## config.mk

```make
export PLATFORM = sky130hd
export DESIGN_NAME = pulpemu_spi_cmd_frontend_flat
export DESIGN_NICKNAME = d
export VERILOG_FILES = /design/src/rtl/pulpemu_spi_cmd_frontend_if.sv /design/src/rtl/pulpemu_spi_cmd_frontend.sv /design/src/flat_wrapper.sv
export SDC_FILE = /design/constraint.sdc
export NUM_CORES = 1
export LEC_CHECK = 0
export CAP_MARGIN = 20
export CORE_UTILIZATION = 50
export DETAILED_ROUTE_END_ITERATION = 7
export GPL_TIMING_DRIVEN = 0
export PLACE_DENSITY = 0.74
export SLEW_MARGIN = 30
export SYNTH_ARGS = -nofsm -noshare
export SYNTH_HDL_FRONTEND = slang
export SYNTH_SLANG_ARGS = --single-unit
```

## constraint.sdc

```tcl
create_clock -name clk -period 5.7 [get_ports clk]
set_clock_uncertainty 0.2 [all_clocks]
set_input_delay 1.14 -clock clk [delete_from_list [all_inputs] [get_ports clk]]
set_output_delay 1.14 -clock clk [all_outputs]
set_load 0.01 [all_outputs]
```

## src/rtl/pulpemu_spi_cmd_frontend_if.sv

```systemverilog
// Bus request/response bundle between SPI frontend and interconnect.
// master: frontend drives req_*, samples req_ready/rsp_*; slave: bus.
interface pulpemu_spi_cmd_frontend_if;
  logic        req_valid;
  logic        req_ready;
  logic        req_we;
  logic [31:0] req_addr;
  logic [31:0] req_wdata;
  logic        rsp_valid;
  logic [31:0] rsp_rdata;

  modport master (
    output req_valid, req_we, req_addr, req_wdata,
    input  req_ready, rsp_valid, rsp_rdata
  );

  modport slave (
    input  req_valid, req_we, req_addr, req_wdata,
    output req_ready, rsp_valid, rsp_rdata
  );
endinterface

```

## src/rtl/pulpemu_spi_cmd_frontend.sv

```systemverilog
// SPI (mode 0, single lane) to 32-bit bus request frontend.
// Ports: clk/rst, spi_clk_i/csn_i/sdi_i in, spi_sdo_o/oe_o out,
// err_o pulse, bus (master modport: req_* out, req_ready/rsp_* in).
module pulpemu_spi_cmd_frontend #(
  parameter int unsigned DUMMY_CYCLES = 32,
  parameter logic [7:0]  CMD_WR = 8'h02,
  parameter logic [7:0]  CMD_RD = 8'h0B
) (
  input  logic clk,
  input  logic rst,
  input  logic spi_clk_i,
  input  logic spi_csn_i,
  input  logic spi_sdi_i,
  output logic spi_sdo_o,
  output logic spi_oe_o,
  output logic err_o,
  pulpemu_spi_cmd_frontend_if.master bus
);

  typedef enum logic [2:0] {
    S_IDLE, S_CMD, S_ADDR, S_WDATA,
    S_DUMMY, S_RDATA, S_WAIT
  } state_t;

  localparam logic [5:0] LP_DUMMY = 6'(DUMMY_CYCLES);

  state_t      r_state;
  logic [2:0]  r_clk_sync;
  logic [2:0]  r_csn_sync;
  logic [1:0]  r_sdi_sync;
  logic [5:0]  r_cnt;
  logic [30:0] r_shift;
  logic        r_we_stg;
  logic [31:0] r_addr_stg;
  logic [31:0] r_tx;
  logic        r_rd_out;
  logic        r_sdo;
  logic        r_oe;
  logic        r_err;
  logic        r_req_valid;
  logic        r_req_we;
  logic [31:0] r_req_addr;
  logic [31:0] r_req_wdata;

  logic        w_rise;
  logic        w_fall;
  logic        w_csn_fall;
  logic        w_csn_rise;
  logic        w_sdi;
  logic [31:0] w_word;
  logic        w_busy;
  logic        w_cap;
  logic [31:0] w_tx;

  // [1] is the synchronized level, [2] its one-cycle delayed copy
  assign w_rise     = r_clk_sync[1] & ~r_clk_sync[2];
  assign w_fall     = ~r_clk_sync[1] & r_clk_sync[2];
  assign w_csn_fall = ~r_csn_sync[1] & r_csn_sync[2];
  assign w_csn_rise = r_csn_sync[1] & ~r_csn_sync[2];
  assign w_sdi      = r_sdi_sync[1];
  assign w_word     = {r_shift, w_sdi};
  // a request accepted this cycle frees the slot
  assign w_busy     = r_req_valid & ~bus.req_ready;
  assign w_cap      = r_rd_out & bus.rsp_valid;
  assign w_tx       = w_cap ? bus.rsp_rdata : r_tx;

  assign spi_sdo_o     = r_sdo;
  assign spi_oe_o      = r_oe;
  assign err_o         = r_err;
  assign bus.req_valid = r_req_valid;
  assign bus.req_we    = r_req_we;
  assign bus.req_addr  = r_req_addr;
  assign bus.req_wdata = r_req_wdata;

  always_ff @(posedge clk) begin
    if (rst) begin
      r_state     <= S_IDLE;
      r_clk_sync  <= '0;
      r_csn_sync  <= '0;
      r_sdi_sync  <= '0;
      r_cnt       <= '0;
      r_shift     <= '0;
      r_we_stg    <= 1'b0;
      r_addr_stg  <= '0;
      r_tx        <= '0;
      r_rd_out    <= 1'b0;
      r_sdo       <= 1'b0;
      r_oe        <= 1'b0;
      r_err       <= 1'b0;
      r_req_valid <= 1'b0;
      r_req_we    <= 1'b0;
      r_req_addr  <= '0;
      r_req_wdata <= '0;
    end else begin
      r_clk_sync <= {r_clk_sync[1:0], spi_clk_i};
      r_csn_sync <= {r_csn_sync[1:0], spi_csn_i};
      r_sdi_sync <= {r_sdi_sync[0], spi_sdi_i};
      r_err      <= 1'b0;

      if (r_req_valid && bus.req_ready)
        r_req_valid <= 1'b0;

      if (w_cap) begin
        r_tx     <= bus.rsp_rdata;
        r_rd_out <= 1'b0;
      end

      // csn release beats any SPI edge in the same cycle
      if (w_csn_rise) begin
        r_state  <= S_IDLE;
        r_cnt    <= '0;
        r_oe     <= 1'b0;
        r_sdo    <= 1'b0;
        r_rd_out <= 1'b0;
      end else begin
        unique case (r_state)
          S_IDLE: begin
            if (w_csn_fall) begin
              r_state <= S_CMD;
              r_cnt   <= '0;
            end
          end
          S_CMD: begin
            if (w_rise) begin
              r_shift <= w_word[30:0];
              if (r_cnt == 6'd7) begin
                r_cnt <= '0;
                if (w_word[7:0] == CMD_WR) begin
                  r_we_stg <= 1'b1;
                  r_state  <= S_ADDR;
                end else if (w_word[7:0] == CMD_RD) begin
                  r_we_stg <= 1'b0;
                  r_state  <= S_ADDR;
                end else begin
                  r_err   <= 1'b1;
                  r_state <= S_WAIT;
                end
              end else begin
                r_cnt <= r_cnt + 6'd1;
              end
            end
          end
          S_ADDR: begin
            if (w_rise) begin
              r_shift <= w_word[30:0];
              if (r_cnt == 6'd31) begin
                r_cnt <= '0;
                if (r_we_stg) begin
                  r_addr_stg <= w_word;
                  r_state    <= S_WDATA;
                end else if (w_busy) begin
                  r_err   <= 1'b1;
                  r_state <= S_WAIT;
                end else begin
                  r_req_valid <= 1'b1;
                  r_req_we    <= 1'b0;
                  r_req_addr  <= w_word;
                  r_req_wdata <= '0;
                  r_rd_out    <= 1'b1;
                  r_state     <= S_DUMMY;
                end
              end else begin
                r_cnt <= r_cnt + 6'd1;
              end
            end
          end
          S_WDATA: begin
            if (w_rise) begin
              r_shift <= w_word[30:0];
              if (r_cnt == 6'd31) begin
                r_cnt   <= '0;
                r_state <= S_WAIT;
                if (w_busy) begin
                  r_err <= 1'b1;
                end else begin
                  r_req_valid <= 1'b1;
                  r_req_we    <= 1'b1;
                  r_req_addr  <= r_addr_stg;
                  r_req_wdata <= w_word;
                end
              end else begin
                r_cnt <= r_cnt + 6'd1;
              end
            end
          end
          S_DUMMY: begin
            // first fall seen is the tail of the last address clock
            if (w_fall) begin
              if (r_cnt == LP_DUMMY) begin
                r_cnt    <= '0;
                r_state  <= S_RDATA;
                r_oe     <= 1'b1;
                r_rd_out <= 1'b0;
                if (r_rd_out && !bus.rsp_valid) begin
                  r_tx  <= '0;
                  r_sdo <= 1'b0;
                  r_err <= 1'b1;
                end else begin
                  r_tx  <= w_tx;
                  r_sdo <= w_tx[31];
                end
              end else begin
                r_cnt <= r_cnt + 6'd1;
              end
            end
          end
          S_RDATA: begin
            if (w_fall) begin
              if (r_cnt == 6'd31) begin
                r_cnt   <= '0;
                r_state <= S_WAIT;
                r_oe    <= 1'b0;
                r_sdo   <= 1'b0;
              end else begin
                r_cnt <= r_cnt + 6'd1;
                r_tx  <= {r_tx[30:0], 1'b0};
                r_sdo <= r_tx[30];
              end
            end
          end
          S_WAIT: begin
          end
          default: r_state <= S_IDLE;
        endcase
      end
    end
  end

endmodule

```

## src/flat_wrapper.sv

```systemverilog
// flat-port wrapper written by rule: the top's interface ports become plain ports
module pulpemu_spi_cmd_frontend_flat 
#(
  parameter int unsigned DUMMY_CYCLES = 32,
  parameter logic [7:0]  CMD_WR = 8'h02,
  parameter logic [7:0]  CMD_RD = 8'h0B
)
  (clk, rst, spi_clk_i, spi_csn_i, spi_sdi_i, spi_sdo_o, spi_oe_o, err_o, bus_req_valid, bus_req_we, bus_req_addr, bus_req_wdata, bus_req_ready, bus_rsp_valid, bus_rsp_rdata);
  pulpemu_spi_cmd_frontend_if bus_i ();
  input  logic clk;
  input  logic rst;
  input  logic spi_clk_i;
  input  logic spi_csn_i;
  input  logic spi_sdi_i;
  output logic spi_sdo_o;
  output logic spi_oe_o;
  output logic err_o;
  output wire logic [$bits(bus_i.req_valid)-1:0] bus_req_valid;
  output wire logic [$bits(bus_i.req_we)-1:0] bus_req_we;
  output wire logic [$bits(bus_i.req_addr)-1:0] bus_req_addr;
  output wire logic [$bits(bus_i.req_wdata)-1:0] bus_req_wdata;
  input wire logic [$bits(bus_i.req_ready)-1:0] bus_req_ready;
  input wire logic [$bits(bus_i.rsp_valid)-1:0] bus_rsp_valid;
  input wire logic [$bits(bus_i.rsp_rdata)-1:0] bus_rsp_rdata;
  assign bus_req_valid = bus_i.req_valid;
  assign bus_req_we = bus_i.req_we;
  assign bus_req_addr = bus_i.req_addr;
  assign bus_req_wdata = bus_i.req_wdata;
  assign bus_i.req_ready = bus_req_ready;
  assign bus_i.rsp_valid = bus_rsp_valid;
  assign bus_i.rsp_rdata = bus_rsp_rdata;
  pulpemu_spi_cmd_frontend #(.DUMMY_CYCLES(DUMMY_CYCLES), .CMD_WR(CMD_WR), .CMD_RD(CMD_RD)) u_core (.clk(clk), .rst(rst), .spi_clk_i(spi_clk_i), .spi_csn_i(spi_csn_i), .spi_sdi_i(spi_sdi_i), .spi_sdo_o(spi_sdo_o), .spi_oe_o(spi_oe_o), .err_o(err_o), .bus(bus_i));
endmodule
```

==> metrics.md <==
| Metric | Value |
|---|---|
| Clock buffer depth | `2` |
| Antenna violations before repair | `0` |
| Main synth FF type | `dfxtp_1` |
| Layout Nets | `1080` |
| CP Class | `primary input to register` |
| Initial Util | `0.5167` |
| Via Count | `6560` |
| Crit path launch type | `primary input` |
| Clock Sinks | `183` |
| Antenna Cells | `0` |
| Min-Delay Startpoint | `u_core.r_sdi_sync[0]` |
| CTS buffer count | `17` |
| Post-Syn Area | `0.007595 mm2` |
| RSZ-0062 raised after global routing | `no` |
| Reg area | `0.003664 mm2` |
| Final std cells w/o fill | `1235` |
| Top Ports | `108` |
| Hold Vio Cnt, Final | `0` |
| Post-CTS setup buffers | `0` |
| Largest net degree at the start of global routing | `17` |
| Skew-Pair Late Insertion Delay | `0.43 ns` |
| Die W | `125.2 um` |
| Fmax | `352.8 MHz` |
| Tmin final | `2.834 ns` |
| Leak pwr | `3.377 nW` |
| Final Max Tran Viols | `0` |
| Yosys reg bits | `183` |
| First-pass DRT Iterations | `7` |
| ANT nets after route | `0` |
| Worst hold stages | `1` |
| Post-Synth Adder-Cell Area | `0.003295` |
| Synthesized area per cell | `8.309 um2` |
| Critical Path Fanout Max | `10` |
| Seq/Total Area, Yosys | `0.4824` |
| Number of global-route vias before repair | `5953` |
| Synth Area in Compound Gates | `0.1428` |
| R2R Path End | `u_core.bus.req_wdata[12]` |
| Ys async rst share | `0` |
| Core ar. | `0.01470 mm2` |
| Max-Slew Margin vs Limit | `0.4028` |
| Core Rows | `44` |
| Yosys cell types | `59` |
| Syn nets | `955` |
| Routed wire length | `18070 um` |
| Dpl cells | `1204` |
| HPWL Detailed | `12560 um` |
| Hold crit path type | `register to register` |
| Area growth from synthesis to layout | `24.45%` |
| First-pass GRT wire length | `29970 um` |
| Layout cells sized above 1 | `0.1009` |
| DR WL/cell | `14.63 um` |
| IO Port Bufs | `106` |
| P per Cell Area | `263.8 mW/mm2` |
| Worst-margin pin slew | `0.8876 ns` |
| R2R Setup Slk | `3.10 ns` |
| Hold path endpoint | `u_core.r_sdi_sync[1]` |
| Post-synth top area share | `0.4824` |
| Hold Buf Count CTS | `0` |
| Layout fillers | `1244` |
| Simple-Gate Fraction of Synth Area | `0.2301` |
| Root Buffer | `clkbuf_16` |
| Synth area leaders | `dfxtp_1, nand2_1, a21oi_1, mux2_2, mux2i_1` |
| Multi-input logic area | `0.003527 mm2` |
| Violated checks | `design-rule violations` |
| Fin crit share | `0.4972` |
| H-tree lvl count | `4` |
| Worst Setup End Kind | `register` |
| Final setup vio count | `0` |
| TritonCTS clock tree | `yes` |
| Mux share of post-synthesis cell area | `0.08699` |
| Max-cap violation count | `0` |
| CP Data Arrival Time | `2.99 ns` |
| GRT Overall Usage | `0.2382` |
| Number of synthesized flops with an enable pin | `0` |
| Post-synthesis cell count | `914` |
| Die area | `0.01569 mm2` |
| Drt via density | `5.312` |
| DRT iter0 DRCs | `495` |
| Path depth of the worst reg2reg path | `7` |
| Peak supply drop | `0.2256 mV` |
| Synth area leader | `dfxtp_1` |
| Routability cong. | `0.8720` |
| Fin Setup TNS | `0 ns` |
| Synth warn | `0` |
| Required time of the critical path | `5.86 ns` |
| DRC | `4` |
| Synth Area in XOR/XNOR | `0.001153` |
| Largest family of logic cells by synthesized area | `simple AND/OR/NAND/NOR gates` |
| Outcome | `finished with violations` |
| Post-CTS Resized | `0` |
| Clock slew at reported path FFs | `0.06 ns` |
| FF-to-FF Start | `u_core.r_state[0]` |
| Die Ht | `125.2 um` |
| Grt total ovfl | `0` |
==> per-layer routing <==
metal,GRT usage,up-vias,wire length [um]
met1,0.3366,3052,8909
met3,0.04536,16,773
met5,0,-,0
met2,0.3644,140,8149
met4,0.08034,0,240
li1,-,3352,-
==> Yosys cell counts, drive strengths merged, types with 9 or more instances <==
| cell type | count |
|---|---|
| o21ai | 38 |
| buf | 33 |
| dfxtp | 183 |
| a21oi | 138 |
| mux2 | 32 |
| nand3 | 41 |
| nor2b | 15 |
| nand2 | 268 |
| mux2i | 30 |
| nor3 | 9 |
| nor2 | 12 |
| clkbuf | 39 |
==> kinds of logic after synthesis <==
| group | count (synthesis) |
|---|---|
| and+or+nand+nor | 388 |
| AOI/OAI and AO/OA | 201 |
| DFF | 183 |
| buffers and inverters | 77 |
| muxes | 62 |
| adders and majority gates | 2 |
| xor gates and xnor gates | 1 |
==> flip-flops by register name, indices dropped and copies added (netlist names), 2 cells and up <==
register              flops
u_core.bus.req_wdata     32
u_core.r_sdi_sync         2
u_core.r_clk_sync         3
u_core.r_csn_sync         3
u_core.r_tx              32
u_core.bus.req_addr      32
u_core.r_addr_stg        32
u_core.r_shift           31
u_core.r_cnt              6
u_core.r_state            3
==> critical path, cell delays in order <==
cell,delay [ns]
clkbuf_1,0.15
or2_1,0.25
clkbuf_1,0.17
nor4_1,0.79
buf_2,0.35
nand2_1,0.09
o21ai_0,0.06
==> placed cells by master (no fill, tap or decap), types with 3 or more instances in the layout <==
master / n
buf_6: 9
clkbuf_16: 17
mux2_2: 32
nand2_1: 268
nand2b_1: 4
buf_4: 6
clkbuf_8: 3
o21ai_1: 14
inv_1: 5
nand3_1: 40
a21oi_1: 138
nor4_1: 4
nor3_1: 9
dfxtp_1: 183
or3_1: 5
clkbuf_1: 38
o21ai_0: 24
nor2_1: 12
clkinv_2: 4
a31oi_1: 3
clkdlybuf4s50_1: 106
or4_1: 4
mux2i_1: 30
buf_2: 18
nor2b_1: 14
nand3b_1: 6
==> report_power, final <==
group / switching [mW] / leakage, nW / internal (mW)
logic: 0.0398 / 1.62 / 0.0350
registers: 0.00328 / 1.47 / 1.28
clock network: 0.497 / 0.281 / 0.637
total: 0.540 / 3.38 / 1.95
==> per-stage QoR <==
step	hold WS (ns)	setup slack (ns)	utilization	total power [mW]	cell area [um2]
2_1_floorplan	0.2138	2.975	-	1.348	7595
3_3_place_gp	0.2165	2.528	0.6045	1.388	8886
3_5_place_dp	0.2283	2.483	0.6045	1.388	8886
4_1_cts	0.2438	2.929	0.6430	2.507	9452
5_1_grt	0.2624	2.744	0.6430	2.576	9452
6_report	0.2414	2.866	0.6430	2.494	9452
==> how the worst max path moves through the flow <==
stage / from / end / cells after the start
floorplan: rst / u_core.r_cnt[5] / 6
global placement: rst / u_core.r_tx[26] / 7
detailed placement: rst / u_core.r_tx[18] / 7
CTS: rst / u_core.r_tx[18] / 7
global route: rst / u_core.r_tx[14] / 7
finish: rst / u_core.r_tx[24] / 7
==> area by class of cell <==
class | count | area share
buffer | 72 | 0.04077
clock buffer | 21 | 0.04977
clock inverter | 10 | 0.01006
inverter | 5 | 0.001986
multi-input combinational | 654 | 0.3732
sequential | 183 | 0.3876
tap | 184 | 0.02436
timing repair buffer | 106 | 0.1123
Note: power is estimated with default switching activity, not from simulation.
